==> config.mk <==
export PLATFORM = sky130hd
export DESIGN_NAME = load_store_unit
export DESIGN_NICKNAME = d
export VERILOG_FILES = /design/src/rtl/lsu_pkg.sv /design/src/rtl/lsu_align.sv /design/src/rtl/load_store_unit.sv
export SDC_FILE = /design/constraint.sdc
export NUM_CORES = 1
export LEC_CHECK = 0
export CAP_MARGIN = 5
export CELL_PAD_IN_SITES_DETAIL_PLACEMENT = 0
export CELL_PAD_IN_SITES_GLOBAL_PLACEMENT = 1
export CORE_ASPECT_RATIO = 1.25
export CORE_MARGIN = 10
export CORE_UTILIZATION = 29
export CTS_BUF_LIST = sky130_fd_sc_hd__clkbuf_4 sky130_fd_sc_hd__clkbuf_8
export DETAILED_ROUTE_END_ITERATION = 16
export PLACE_DENSITY = 0.85
export SYNTH_ARGS = -nofsm -noshare
export SYNTH_HDL_FRONTEND = slang
export SYNTH_SLANG_ARGS = --single-unit
==> constraint.sdc <==
create_clock -name clk -period 1.8 [get_ports clk]
set_clock_uncertainty 0.2 [all_clocks]
set_input_delay 0.18 -clock clk [delete_from_list [all_inputs] [get_ports clk]]
set_output_delay 0.18 -clock clk [all_outputs]
set_load 0.005 [all_outputs]
==> src/rtl/lsu_pkg.sv <==
// Shared constants and types for the load/store unit: RV32I width codes,
// FSM state type and the request-legality check.
package lsu_pkg;

   localparam logic [2:0] F3_B  = 3'b000;
   localparam logic [2:0] F3_H  = 3'b001;
   localparam logic [2:0] F3_W  = 3'b010;
   localparam logic [2:0] F3_BU = 3'b100;
   localparam logic [2:0] F3_HU = 3'b101;

   typedef enum logic [1:0] {IDLE, READ, WRITE, RESP} lsu_state_t;

   // True when the request must complete with an error and no memory access.
   function automatic logic req_error(input logic we, input logic [2:0] f3, input logic [1:0] off);
      logic legal;
      logic misaligned;
      if (we)
         legal = (f3 == F3_B) || (f3 == F3_H) || (f3 == F3_W);
      else
         legal = (f3 == F3_B) || (f3 == F3_H) || (f3 == F3_W) || (f3 == F3_BU) || (f3 == F3_HU);
      misaligned = ((f3[1:0] == 2'b01) && off[0]) || ((f3[1:0] == 2'b10) && (off != 2'b00));
      return !legal || misaligned;
   endfunction

endpackage

==> src/rtl/lsu_align.sv <==
// Combinational lane logic: extracts and extends load data, and merges
// store data into a previously read word (little-endian).
module lsu_align
   import lsu_pkg::*;
(
   input  logic [2:0]  funct3,
   input  logic [1:0]  byte_off,
   input  logic [31:0] mem_word,
   input  logic [31:0] store_data,
   output logic [31:0] load_data,
   output logic [31:0] merged_word
);

   logic [31:0] shifted;
   assign shifted = mem_word >> {byte_off, 3'b000};

   always_comb begin
      load_data = '0;
      case (funct3)
         F3_B:    load_data = {{24{shifted[7]}}, shifted[7:0]};
         F3_H:    load_data = {{16{shifted[15]}}, shifted[15:0]};
         F3_W:    load_data = shifted;
         F3_BU:   load_data = {24'h0, shifted[7:0]};
         F3_HU:   load_data = {16'h0, shifted[15:0]};
         default: load_data = '0;
      endcase
   end

   // Each byte lane either keeps the read byte or takes the right-aligned store byte.
   generate
      for (genvar gi = 0; gi < 4; gi++) begin : g_lane
         logic       lane_hit;
         logic [7:0] src_byte;
         always_comb begin
            lane_hit = 1'b0;
            src_byte = store_data[8*gi +: 8];
            case (funct3)
               F3_B: begin
                  lane_hit = (byte_off == 2'(gi));
                  src_byte = store_data[7:0];
               end
               F3_H: begin
                  lane_hit = (byte_off[1] == 1'(gi / 2));
                  src_byte = store_data[8*(gi % 2) +: 8];
               end
               F3_W:    lane_hit = 1'b1;
               default: lane_hit = 1'b0;
            endcase
         end
         assign merged_word[8*gi +: 8] = lane_hit ? src_byte : mem_word[8*gi +: 8];
      end
   endgenerate

endmodule

==> src/rtl/load_store_unit.sv <==
// RV32I load/store unit: one request at a time against a single-port word
// memory, with read-modify-write for sub-word stores.
module load_store_unit
   import lsu_pkg::*;
#(
   parameter int REGISTER_COUNT = 32,
   parameter int DATA_LENGTH    = 32
) (
   input  logic                              clk,
   input  logic                              rst,
   input  logic                              req_valid,
   output logic                              req_ready,
   input  logic                              req_we,
   input  logic [2:0]                        req_funct3,
   input  logic [31:0]                       req_addr,
   input  logic [31:0]                       req_wdata,
   output logic                              resp_valid,
   output logic [31:0]                       resp_rdata,
   output logic                              resp_err,
   output logic [$clog2(REGISTER_COUNT)-1:0] rw_addr_mem,
   output logic [DATA_LENGTH-1:0]            w_data_mem,
   output logic                              r_ctrl_mem,
   output logic                              w_ctrl_mem,
   input  logic [DATA_LENGTH-1:0]            r_data_mem
);

   localparam int IW = $clog2(REGISTER_COUNT);

   lsu_state_t       state_reg;
   logic             we_reg;
   logic [2:0]       funct3_reg;
   logic [IW+1:0]    addr_reg;
   logic [31:0]      wdata_reg;
   logic [31:0]      cap_reg;
   logic             req_ready_reg;
   logic             resp_valid_reg;
   logic             resp_err_reg;
   logic             r_ctrl_reg;
   logic             w_ctrl_reg;
   logic [31:0]      load_data;
   logic [31:0]      merged_word;
   logic             unused_addr_bits;

   // Upper address bits wrap modulo the memory size.
   assign unused_addr_bits = ^req_addr[31:IW+2];

   lsu_align u_align (
      .funct3      (funct3_reg),
      .byte_off    (addr_reg[1:0]),
      .mem_word    (cap_reg),
      .store_data  (wdata_reg),
      .load_data   (load_data),
      .merged_word (merged_word)
   );

   always_ff @(posedge clk) begin
      if (!rst) begin
         state_reg      <= IDLE;
         we_reg         <= 1'b0;
         funct3_reg     <= '0;
         addr_reg       <= '0;
         wdata_reg      <= '0;
         cap_reg        <= '0;
         req_ready_reg  <= 1'b1;
         resp_valid_reg <= 1'b0;
         resp_err_reg   <= 1'b0;
         r_ctrl_reg     <= 1'b0;
         w_ctrl_reg     <= 1'b0;
      end else begin
         case (state_reg)
            IDLE: begin
               if (req_valid) begin
                  we_reg        <= req_we;
                  funct3_reg    <= req_funct3;
                  addr_reg      <= req_addr[IW+1:0];
                  wdata_reg     <= req_wdata;
                  cap_reg       <= '0;
                  req_ready_reg <= 1'b0;
                  if (req_error(req_we, req_funct3, req_addr[1:0])) begin
                     state_reg      <= RESP;
                     resp_valid_reg <= 1'b1;
                     resp_err_reg   <= 1'b1;
                  end else if (req_we && (req_funct3 == F3_W)) begin
                     state_reg  <= WRITE;
                     w_ctrl_reg <= 1'b1;
                  end else begin
                     state_reg  <= READ;
                     r_ctrl_reg <= 1'b1;
                  end
               end
            end
            READ: begin
               cap_reg    <= r_data_mem[31:0];
               r_ctrl_reg <= 1'b0;
               if (we_reg) begin
                  state_reg  <= WRITE;
                  w_ctrl_reg <= 1'b1;
               end else begin
                  state_reg      <= RESP;
                  resp_valid_reg <= 1'b1;
               end
            end
            WRITE: begin
               w_ctrl_reg     <= 1'b0;
               state_reg      <= RESP;
               resp_valid_reg <= 1'b1;
            end
            RESP: begin
               resp_valid_reg <= 1'b0;
               resp_err_reg   <= 1'b0;
               req_ready_reg  <= 1'b1;
               state_reg      <= IDLE;
            end
            default: state_reg <= IDLE;
         endcase
      end
   end

   assign req_ready   = req_ready_reg;
   assign resp_valid  = resp_valid_reg;
   assign resp_err    = resp_err_reg;
   assign resp_rdata  = (resp_valid_reg && !we_reg && !resp_err_reg) ? load_data : '0;
   assign r_ctrl_mem  = r_ctrl_reg;
   assign w_ctrl_mem  = w_ctrl_reg;
   assign rw_addr_mem = (r_ctrl_reg || w_ctrl_reg) ? addr_reg[IW+1:2] : '0;
   // Word stores bypass the capture register: the merge passes store data through.
   assign w_data_mem  = w_ctrl_reg ? merged_word : '0;

endmodule
Yosys cells after proc, flatten, opt, wreduce, memory -nomap -nowiden
Cells that the tools add are included.

storage, ports and cells
  register bits after elaboration = 82
  bits of input ports = 103
  output and inout port bits = 74
  logic and storage cells = 109

cells by class
  eq/ne operators = 23
  shift operators = 1
  muxes and demuxes = 42
  bitwise operators = 1
  reduce and logical (&&, ||, !) cells = 31

operators by type and width
  operator              count
  $pmux W32 S5          1
  $mux W32              3
  $pmux W32 S2          1
  $mux W8               6
  $shr A32 B5 Y32       1
  $mux W1               16
  $pmux W8 S2           1
  $pmux W1 S3           5
  $ne A2 B2 Y1 const B  7
  $eq A3 B3 Y1 const B  4
  $eq A2 B2 Y1 const B  5
  $pmux W2 S4           1
  $logic_or A1 B1 Y1    7
  $eq A2 B1 Y1 const B  3
  $eq A3 B1 Y1 const B  2
  $eq A3 B2 Y1 const B  2
  $logic_not A3 Y1      2
  $mux W2               3
  $pmux W1 S2           3
  $reduce_and A2 Y1     3
  $reduce_and A3 Y1     2
  $reduce_bool A2 Y1    3
  $logic_and A1 B1 Y1   5
  $mux W5               1
  other kinds (8)       11

Depth between registers and ports, before layout
  depth in word-level cells = 14
  depth in mapped cells = 9

Hierarchy
Synthesis repeated with hierarchy kept, for this count alone.

unflattened totals
  cell total of the unflattened synthesis = 646
  area, all modules = 5044.8 µm²

modules (own cells, without submodules)
  module           times used  cells an instance  area each (µm²)
  load_store_unit  1           428                3482.1
  lsu_align        1           218                1562.7

Worst setup path after synthesis
No wires, ideal clock.

  path type = reg2reg
  start point = register state_reg[0]
  end point = register cap_reg[10]
  arrival = 1552 ps
  path slack = -17 ps
  stages on the path, launching flop included = 10
  period minus slack after synthesis = 1817 ps
  path through = dfxtp_1 inv_1 ha_1 buf_2 and2_1 clkbuf_1 a21oi_2 buf_2 a22oi_1 nor2_1

on the way
  word-level cells in the longest chain between the ends = 3
  elaborated cells between the ends (all ways) = 6

ends and longest elaborated chain
  item                                                                 line                   RTL
  start: declaration                                                   load_store_unit.sv:29  lsu_state_t state_reg;
  start signal: assignment                                             load_store_unit.sv:58  state_reg <= IDLE;
  start signal: assignment                                             load_store_unit.sv:80  state_reg <= RESP;
  start signal: assignment                                             load_store_unit.sv:84  state_reg <= WRITE;
  $eq A2 B1 Y1 or $logic_not A2 Y1 (tied branches)                     load_store_unit.sv:70  case (state_reg)
  $reduce_bool A2 Y1 (no source line) or $ne A2 B2 Y1 (tied branches)  -
  $reduce_and A2 Y1 (no source line)                                   -
  end signal: assignment                                               load_store_unit.sv:93  cap_reg <= r_data_mem[31:0];
  end: declaration                                                     load_store_unit.sv:34  logic [31:0] cap_reg;

Several ways; a longest one is shown, not always the timed one.
A chain may end at the register's enable or synchronous reset.

Worst setup path in the final report
  start point = register addr_reg[1]
  end point = output resp_rdata[11]

on the way
  word-level cells in the longest chain between the ends = 3

ends and longest elaborated chain
  item                      line                    RTL
  start: declaration        load_store_unit.sv:32   logic [IW+1:0] addr_reg;
  start signal: assignment  load_store_unit.sv:75   addr_reg <= req_addr[IW+1:0];
  $shr A32 B5 Y32           lsu_align.sv:15         assign shifted = mem_word >> {byte_off, 3'b000};
  $pmux W32 S5              lsu_align.sv:19         case (funct3)
  $mux W32                  load_store_unit.sv:122  assign resp_rdata = (resp_valid_reg && !we_reg && !resp_err_reg) ? load_data : '0;
  end: declaration          load_store_unit.sv:18   output logic [31:0] resp_rdata,

No other way between the ends.

==> flow_metrics.py <==
metrics = {
    "run_status": {
        "status": "finished, violations left",
        "violations": "setup timing",
    },
    "sta": {
        "rsz0062_at_grt": "yes",
        "hold_ws_ns": 0.160,
        "relSlewSlack_pct": 73.3,
        "fmax_mhz": 422,
        "hold_violations": 0,
        "drv_slew": 0,
        "layout_setup_ws_ns": -0.571,
        "setup_violations": 64,
        "post-route-period-util_pct": 132,
        "period_needed_ns": 2.37,
        "tightest_slew_ns": 0.389,
        "finalSetupTns_ns": -30.53,
    },
    "grt": {
        "grt_usage_pct": 18.0,
        "antenna_found_initial": 0,
        "grt_pass1_wl_mm": 31.5,
        "grt-ovfl-total": 0,
        "grt_max_degree": 46,
        "grt_pass1_vias": 5740,
    },
    "placement": {
        "dp.final_hpwl_mm": 15.4,
        "routabilityCongestion": 0.856,
        "portBuffers": 151,
    },
    "synthesis": {
        "syn_area_per_cell_um2": 7.80,
        "syn_area_mm2": 0.00478,
        "ys_types": 53,
        "yosys_warnings": 0,
        "synth_area_leaders": "dfxtp_1 (34%), nand2_1 (10%), mux2i_1 (9.0%)",
        "ys_seq_area_share_pct": 34.3,
        "syn-num-nets": 720,
        "synth_top_area_share_pct": 34.3,
        "synth.largest_area_cell": "dfxtp_1",
        "ys_async_sr_fraction_pct": 0,
        "ys_ff_latch": 82,
        "synth-main-ff-cell": "dfxtp_1",
        "synth-edff-count": 0,
        "synth_cells": 613,
    },
    "run": {
        "drv_cap": 0,
    },
    "critical_path": {
        "crit_fanout": 5,
        "cp.arrival_ns": 1.99,
        "cp-end-kind": "output port",
        "crit_top_cell": "buf_12",
        "path_cells": "buf_12, buf_12, mux2i_4, mux2i_2, nand2_2, buf_12, buf_6, a21oi_2, buf_2",
        "critPathLaunchType": "flop",
        "critPathSlowestCell": "dfxtp_2",
        "worstPathRequired_ns": 1.42,
        "slowest_delay_ns": 0.34,
        "crit_type": "flop to output port",
    },
    "clock_tree": {
        "cts_tree": "yes",
        "cts_buffers": 9,
        "clk_pin_slew_worst_paths_ns": 0.10,
        "clock_sinks": 82,
        "postCtsHoldBufs": 0,
        "htree_levels": 3,
        "cts_buffer_depth": 2,
        "cts_root_buffer": "clkbuf_8",
        "clkLatencyLatePin_ns": 0.35,
    },
    "power": {
        "power_frac_seq_pct": 25.5,
        "power.share.clock_pct": 14.0,
        "internal_power_mw": 6.07,
        "power_switching_mw": 4.13,
        "switching_share_pct": 40.5,
        "p_leak_nw": 3.75,
        "ir_worst_vdd_mv": 0.542,
        "combPwrFrac_pct": 60.5,
        "powerDensity_mw_per_mm2": 1200,
    },
    "cells_and_area": {
        "fin_nets": 1014,
        "drive_above_1_share_pct": 42.0,
        "fill_cells": 1441,
        "antenna_cells": 0,
        "area_delta_synth_final_pct": 78.6,
        "final_util_pct": 52.7,
    },
    "route": {
        "wl_mm": 21.8,
        "routed_via_density": 5.12,
        "drc_errors": 0,
        "drtAntennaViolNets": 0,
        "vias": 5772,
        "dr.pass1.iters": 5,
        "drt-initial-drc-count": 484,
        "wl_per_cell_um": 19.3,
    },
    "floorplan": {
        "num_rows": 52,
        "dieArea_mm2": 0.0221,
        "initial_core_util_pct": 29.5,
        "core_region_area_mm2": 0.0162,
        "fp.dieW_um": 135,
        "num_io_pins": 177,
        "die_h_um": 164,
    },
    "min_path": {
        "hp-class": "input port to flop",
    },
}
## cell usage in the layout, fill, tap and decap left out, types with 32 or more instances in the layout
cell type / count
a21oi_1: 48
a22oi_1: 32
buf_2: 58
buf_4: 116
buf_6: 58
clkdlybuf4s50_1: 81
dfxtp_1: 73
mux2i_1: 33
nand2_1: 111
nor2_1: 41
## cell type report
| class | instances | area (um2) | area share (%) |
|---|---|---|---|
| Multi-Input combinational cell | 474 | 3400 | 39.8 |
| Clock buffer | 11 | 151 | 1.77 |
| Sequential cell | 82 | 1660 | 19.5 |
| Clock inverter | 5 | 61.3 | 0.718 |
| Tap cell | 216 | 270 | 3.16 |
| Inverter | 7 | 26.3 | 0.308 |
| Timing Repair Buffer | 333 | 2970 | 34.7 |
## cells by family after synthesis
logic type | Yosys count | synth area share (%)
compound gates | 195 | 27.8
fa+ha+maj | 4 | 1.05
buf+inv | 57 | 5.70
flops | 82 | 34.3
mux | 44 | 9.47
simple gates | 231 | 21.6
## stage by stage
step | cell area [um2] | total power [mW] | setup slack (ns) | instances
2_1_floorplan | 4780 | 4.94 | -0.0174 | 613
3_3_place_gp | 7370 | 7.29 | -0.599 | 1052
3_5_place_dp | 7370 | 7.33 | -0.587 | 1052
4_1_cts | 8260 | 9.76 | -0.592 | 1122
5_1_grt | 8540 | 10.8 | -0.660 | 1128
6_report | 8540 | 10.2 | -0.571 | 1128
## power groups by stage
stage	combinational [mW]	sequential (mW)	clock, mW
6_report	6.17	2.60	1.43
3_5_place_dp	4.77	2.56	0
5_1_grt	6.57	2.64	1.55
3_3_place_gp	4.75	2.55	0
2_1_floorplan	2.47	2.47	0
4_1_cts	5.72	2.57	1.47
## cell usage after synthesis, types with 13 or more instances
cell type and number:
dfxtp_1 82, nand2_1 129, nor2_1 42, a21oi_1 57, buf_2 22, o211a_1 16
clkbuf_1 16, a22oi_1 32, mux2i_1 43, nand3_1 17, a211oi_1 14, a21boi_0 17
nor2b_1 13, o21ai_0 16
## worst max-delay path, delay by kind of cell (launching register included)
kind | cells | cell delay, ns
simple gates | 1 | 0.16
compound gates | 1 | 0.10
flops | 1 | 0.34
mux | 2 | 0.37
buf+inv | 5 | 0.66
## metal layers
layer	GRT usage, %	part of all wire [%]	vias to the layer above
li1	-	-	2765
met5	0	0	-
met4	8.28	4.5	0
met1	20.6	40	2741
met3	4.55	6.7	52
met2	30.8	49	214
## repair_timing
item / 4_1_cts / 5_1_grt
hold endpoints to repair: 0 / 0
resized for setup: 414 / 78
endpoints found under the setup margin: 72 / 125
setup buffers: 57 / 10
cloned: 2 / 0
pin swaps: 41 / 53
## path summary, 6_finish.rpt
| path | slack, ns | cells after the start | from | endpoint |
|---|---|---|---|---|
| worst min register to register | 0.25 | 2 | addr_reg[5]$_SDFFE_PN0P_ | addr_reg[5]$_SDFFE_PN0P_ |
| worst max-delay path | -0.57 | 9 | addr_reg[1]$_SDFFE_PN0P_ | resp_rdata[11] |
| worst min-delay path | 0.16 | 3 | req_wdata[26] | wdata_reg[26]$_SDFFE_PN0P_ |
| worst max register to register | 0.12 | 8 | state_reg[0]$_SDFFE_PN0P_ | cap_reg[28]$_SDFFE_PN0P_ |
Note: power is estimated with default switching activity, not from simulation.
==> RTL change (same flow settings) <==
`REGISTER_COUNT`: 32 -> 64.
--- a/src/rtl/load_store_unit.sv
+++ b/src/rtl/load_store_unit.sv
@@ -3,7 +3,7 @@
 module load_store_unit
    import lsu_pkg::*;
 #(
-   parameter int REGISTER_COUNT = 32,
+   parameter int REGISTER_COUNT = 64,
    parameter int DATA_LENGTH    = 32
 ) (
    input  logic                              clk,
Interface: changed (resized rw_addr_mem); port bits go from 177 to 178. The function was not compared with the original's and may differ.
==> RTL change against the unedited design <==
- global-route usage up 0.14 points
- largest power group unchanged
- register-to-register slack worse by 0.11 ns
- design area increased by 3.2%
- wire length increased by 5.5%
- setup slack worse by 0.13 ns
- sequential cell count increased by 1
- synthesized area increased by 1.0%
- sequential share of layout area fell by 0.30 points
- the run still ends with setup timing left
- total power is 4.6% higher
- worst hold slack worse by 0.0074 ns
- critical path depth up 1
- critical endpoint is now w_data_mem[9]
==> RTL change: results (changes against the unedited design) <==
Synth Area in Compound Gates 27.7% (-0.10 points); HP Class input port to flip-flop; Final setup violation count 64 (unchanged); Metal-1 WL 8680 um (+0.64%); Total Nets Final 1036 (+2.2%); Syn Area/Cell 7.80 um^2 (about the same); final cell count without fillers 1150 (+2.0%); VDD IR-drop max 0.852 mV (+57%); routed wl met3 1730 um (+18%); status finished, violations left; Final HPWL DP 15400 um (-0.22%); # diodes 0 (unchanged); post-synthesis sequential area ratio 34.4% (+0.068 points); DRT Wirelength 23000 um (+5.5%); dpl cells 1059 (+0.67%); Worst EP arrival 2.13 ns (+0.14 ns); # fillers 1470 (+2.0%); largest net degree at the start of global routing 47 (+2.2%); worst setup slack after layout -0.706 ns (-0.135 ns); Clock Latency Late Sink 0.37 ns (+0.02 ns); vias 5975 (+3.5%); Clock Tree Buf Depth 2 (unchanged); adder-cell share of the synthesized area 1.04% (-0.011 points); max cap viols 0 (unchanged); Worst Max-Slew Pin Slew 0.364 ns (-0.0244 ns); met2 WL 11600 um (+7.5%); first-pass GRT wire length 32000 um (+1.5%); LEAKAGE 3.87 nW (+3.1%); post-synthesis mux area share 9.38% (-0.096 points); Post-Syn Nets 726 (+0.83%); total CTS buffers 9 (unchanged); Post-synth ARST share 0% (unchanged); Post-synth top cells nand2_1, dfxtp_1, a21oi_1; initial DRC count 534 (+10%); Placer Congestion 0.877 (+2.4%); Synth area leaders dfxtp_1, nand2_1, mux2i_1, a21oi_1, a22oi_1; vias in the first global route 5827 (+1.5%); Tot GR Track Use 18.2% (+0.14 points); failing checks setup timing; layout cells sized above 1 43.1% (+1.2 points); I/O Buffers 153 (+1.3%)
[RTL change: cell types whose count changed after synthesis]
cell,before,now
buf_2,22,20
buf_1,6,9
dfxtp_1,82,83
o21ai_2,3,4
nor2b_1,13,14
a21oi_1,57,58
o21ai_1,8,7
nand2_2,1,3
[RTL change: worst paths after layout]
path	startpoint	to	slack, ns	cells after the start
worst min register to register	addr_reg[2]$_SDFFE_PN0P_	addr_reg[2]$_SDFFE_PN0P_	0.25	2
worst max-delay path	funct3_reg[0]$_SDFFE_PN0P_	w_data_mem[9]	-0.71	10
worst min-delay path	req_wdata[30]	wdata_reg[30]$_SDFFE_PN0P_	0.15	3
worst max register to register	state_reg[0]$_SDFFE_PN0P_	cap_reg[7]$_SDFFE_PN0P_	0.01	6
[RTL change: area by class of cell]
type,instances,area share [%]
clock inverters,6,0.724
well taps,216,3.07
clock buffers,10,1.56
flip-flops and latches,83,19.2
repair buffers,349,35.5
multi-input cells,479,39.7
inverters,7,0.298
[RTL change: worst max-delay path, cell delays in order, from the launching register on]
cell	delay, ns
dfxtp_4	0.38
buf_4	0.14
buf_6	0.11
nor3_4	0.15
buf_6	0.17
buf_6	0.12
buf_6	0.11
mux2i_4	0.24
nand2_1	0.08
o211a_1	0.11
buf_2	0.13
[RTL change: routing by layer]
layer / track usage [%] / up-vias
met5: 0 / -
met3: 4.65 / 58
li1: - / 2822
met4: 8.09 / 0
met2: 31.9 / 291
met1: 20.2 / 2804
[RTL change: cell families (layout without fill, tap and decap cells)]
group | count (synthesis) | after routing
buffers and inverters | 58 | 372
adders and majority gates | 4 | 4
muxes | 44 | 44
and+or+nand+nor | 234 | 234
DFF | 83 | 83
AOI/OAI and AO/OA | 196 | 197
[RTL change: through the flow]
| step | setup TNS [ns] | instance area, um^2 | setup slack, ns | hold slack [ns] | utilization (%) |
|---|---|---|---|---|---|
| after floorplan | 0 | 4830 | 0.000828 | 0.0562 | - |
| after global placement | -33.21 | 7430 | -0.649 | 0.238 | 45.7 |
| after detailed placement | -34.63 | 7430 | -0.651 | 0.244 | 45.7 |
| after CTS | -30.80 | 8290 | -0.649 | 0.144 | 51.0 |
| after global routing | -38.86 | 8810 | -0.757 | 0.155 | 54.2 |
| final | -35.49 | 8810 | -0.706 | 0.153 | 54.2 |
[RTL change: power breakdown]
| group | switching [W] | internal, W |
|---|---|---|
| logic | 0.00323 | 0.00340 |
| registers | 0.000374 | 0.00224 |
| clock network | 0.000742 | 0.000679 |
[RTL change: timing repair]
action	4_1_cts	5_1_grt
pin swaps	35	53
gates cloned	2	1
resized for setup	385	127
setup buffers	51	35
endpoints found under the setup margin	81	135
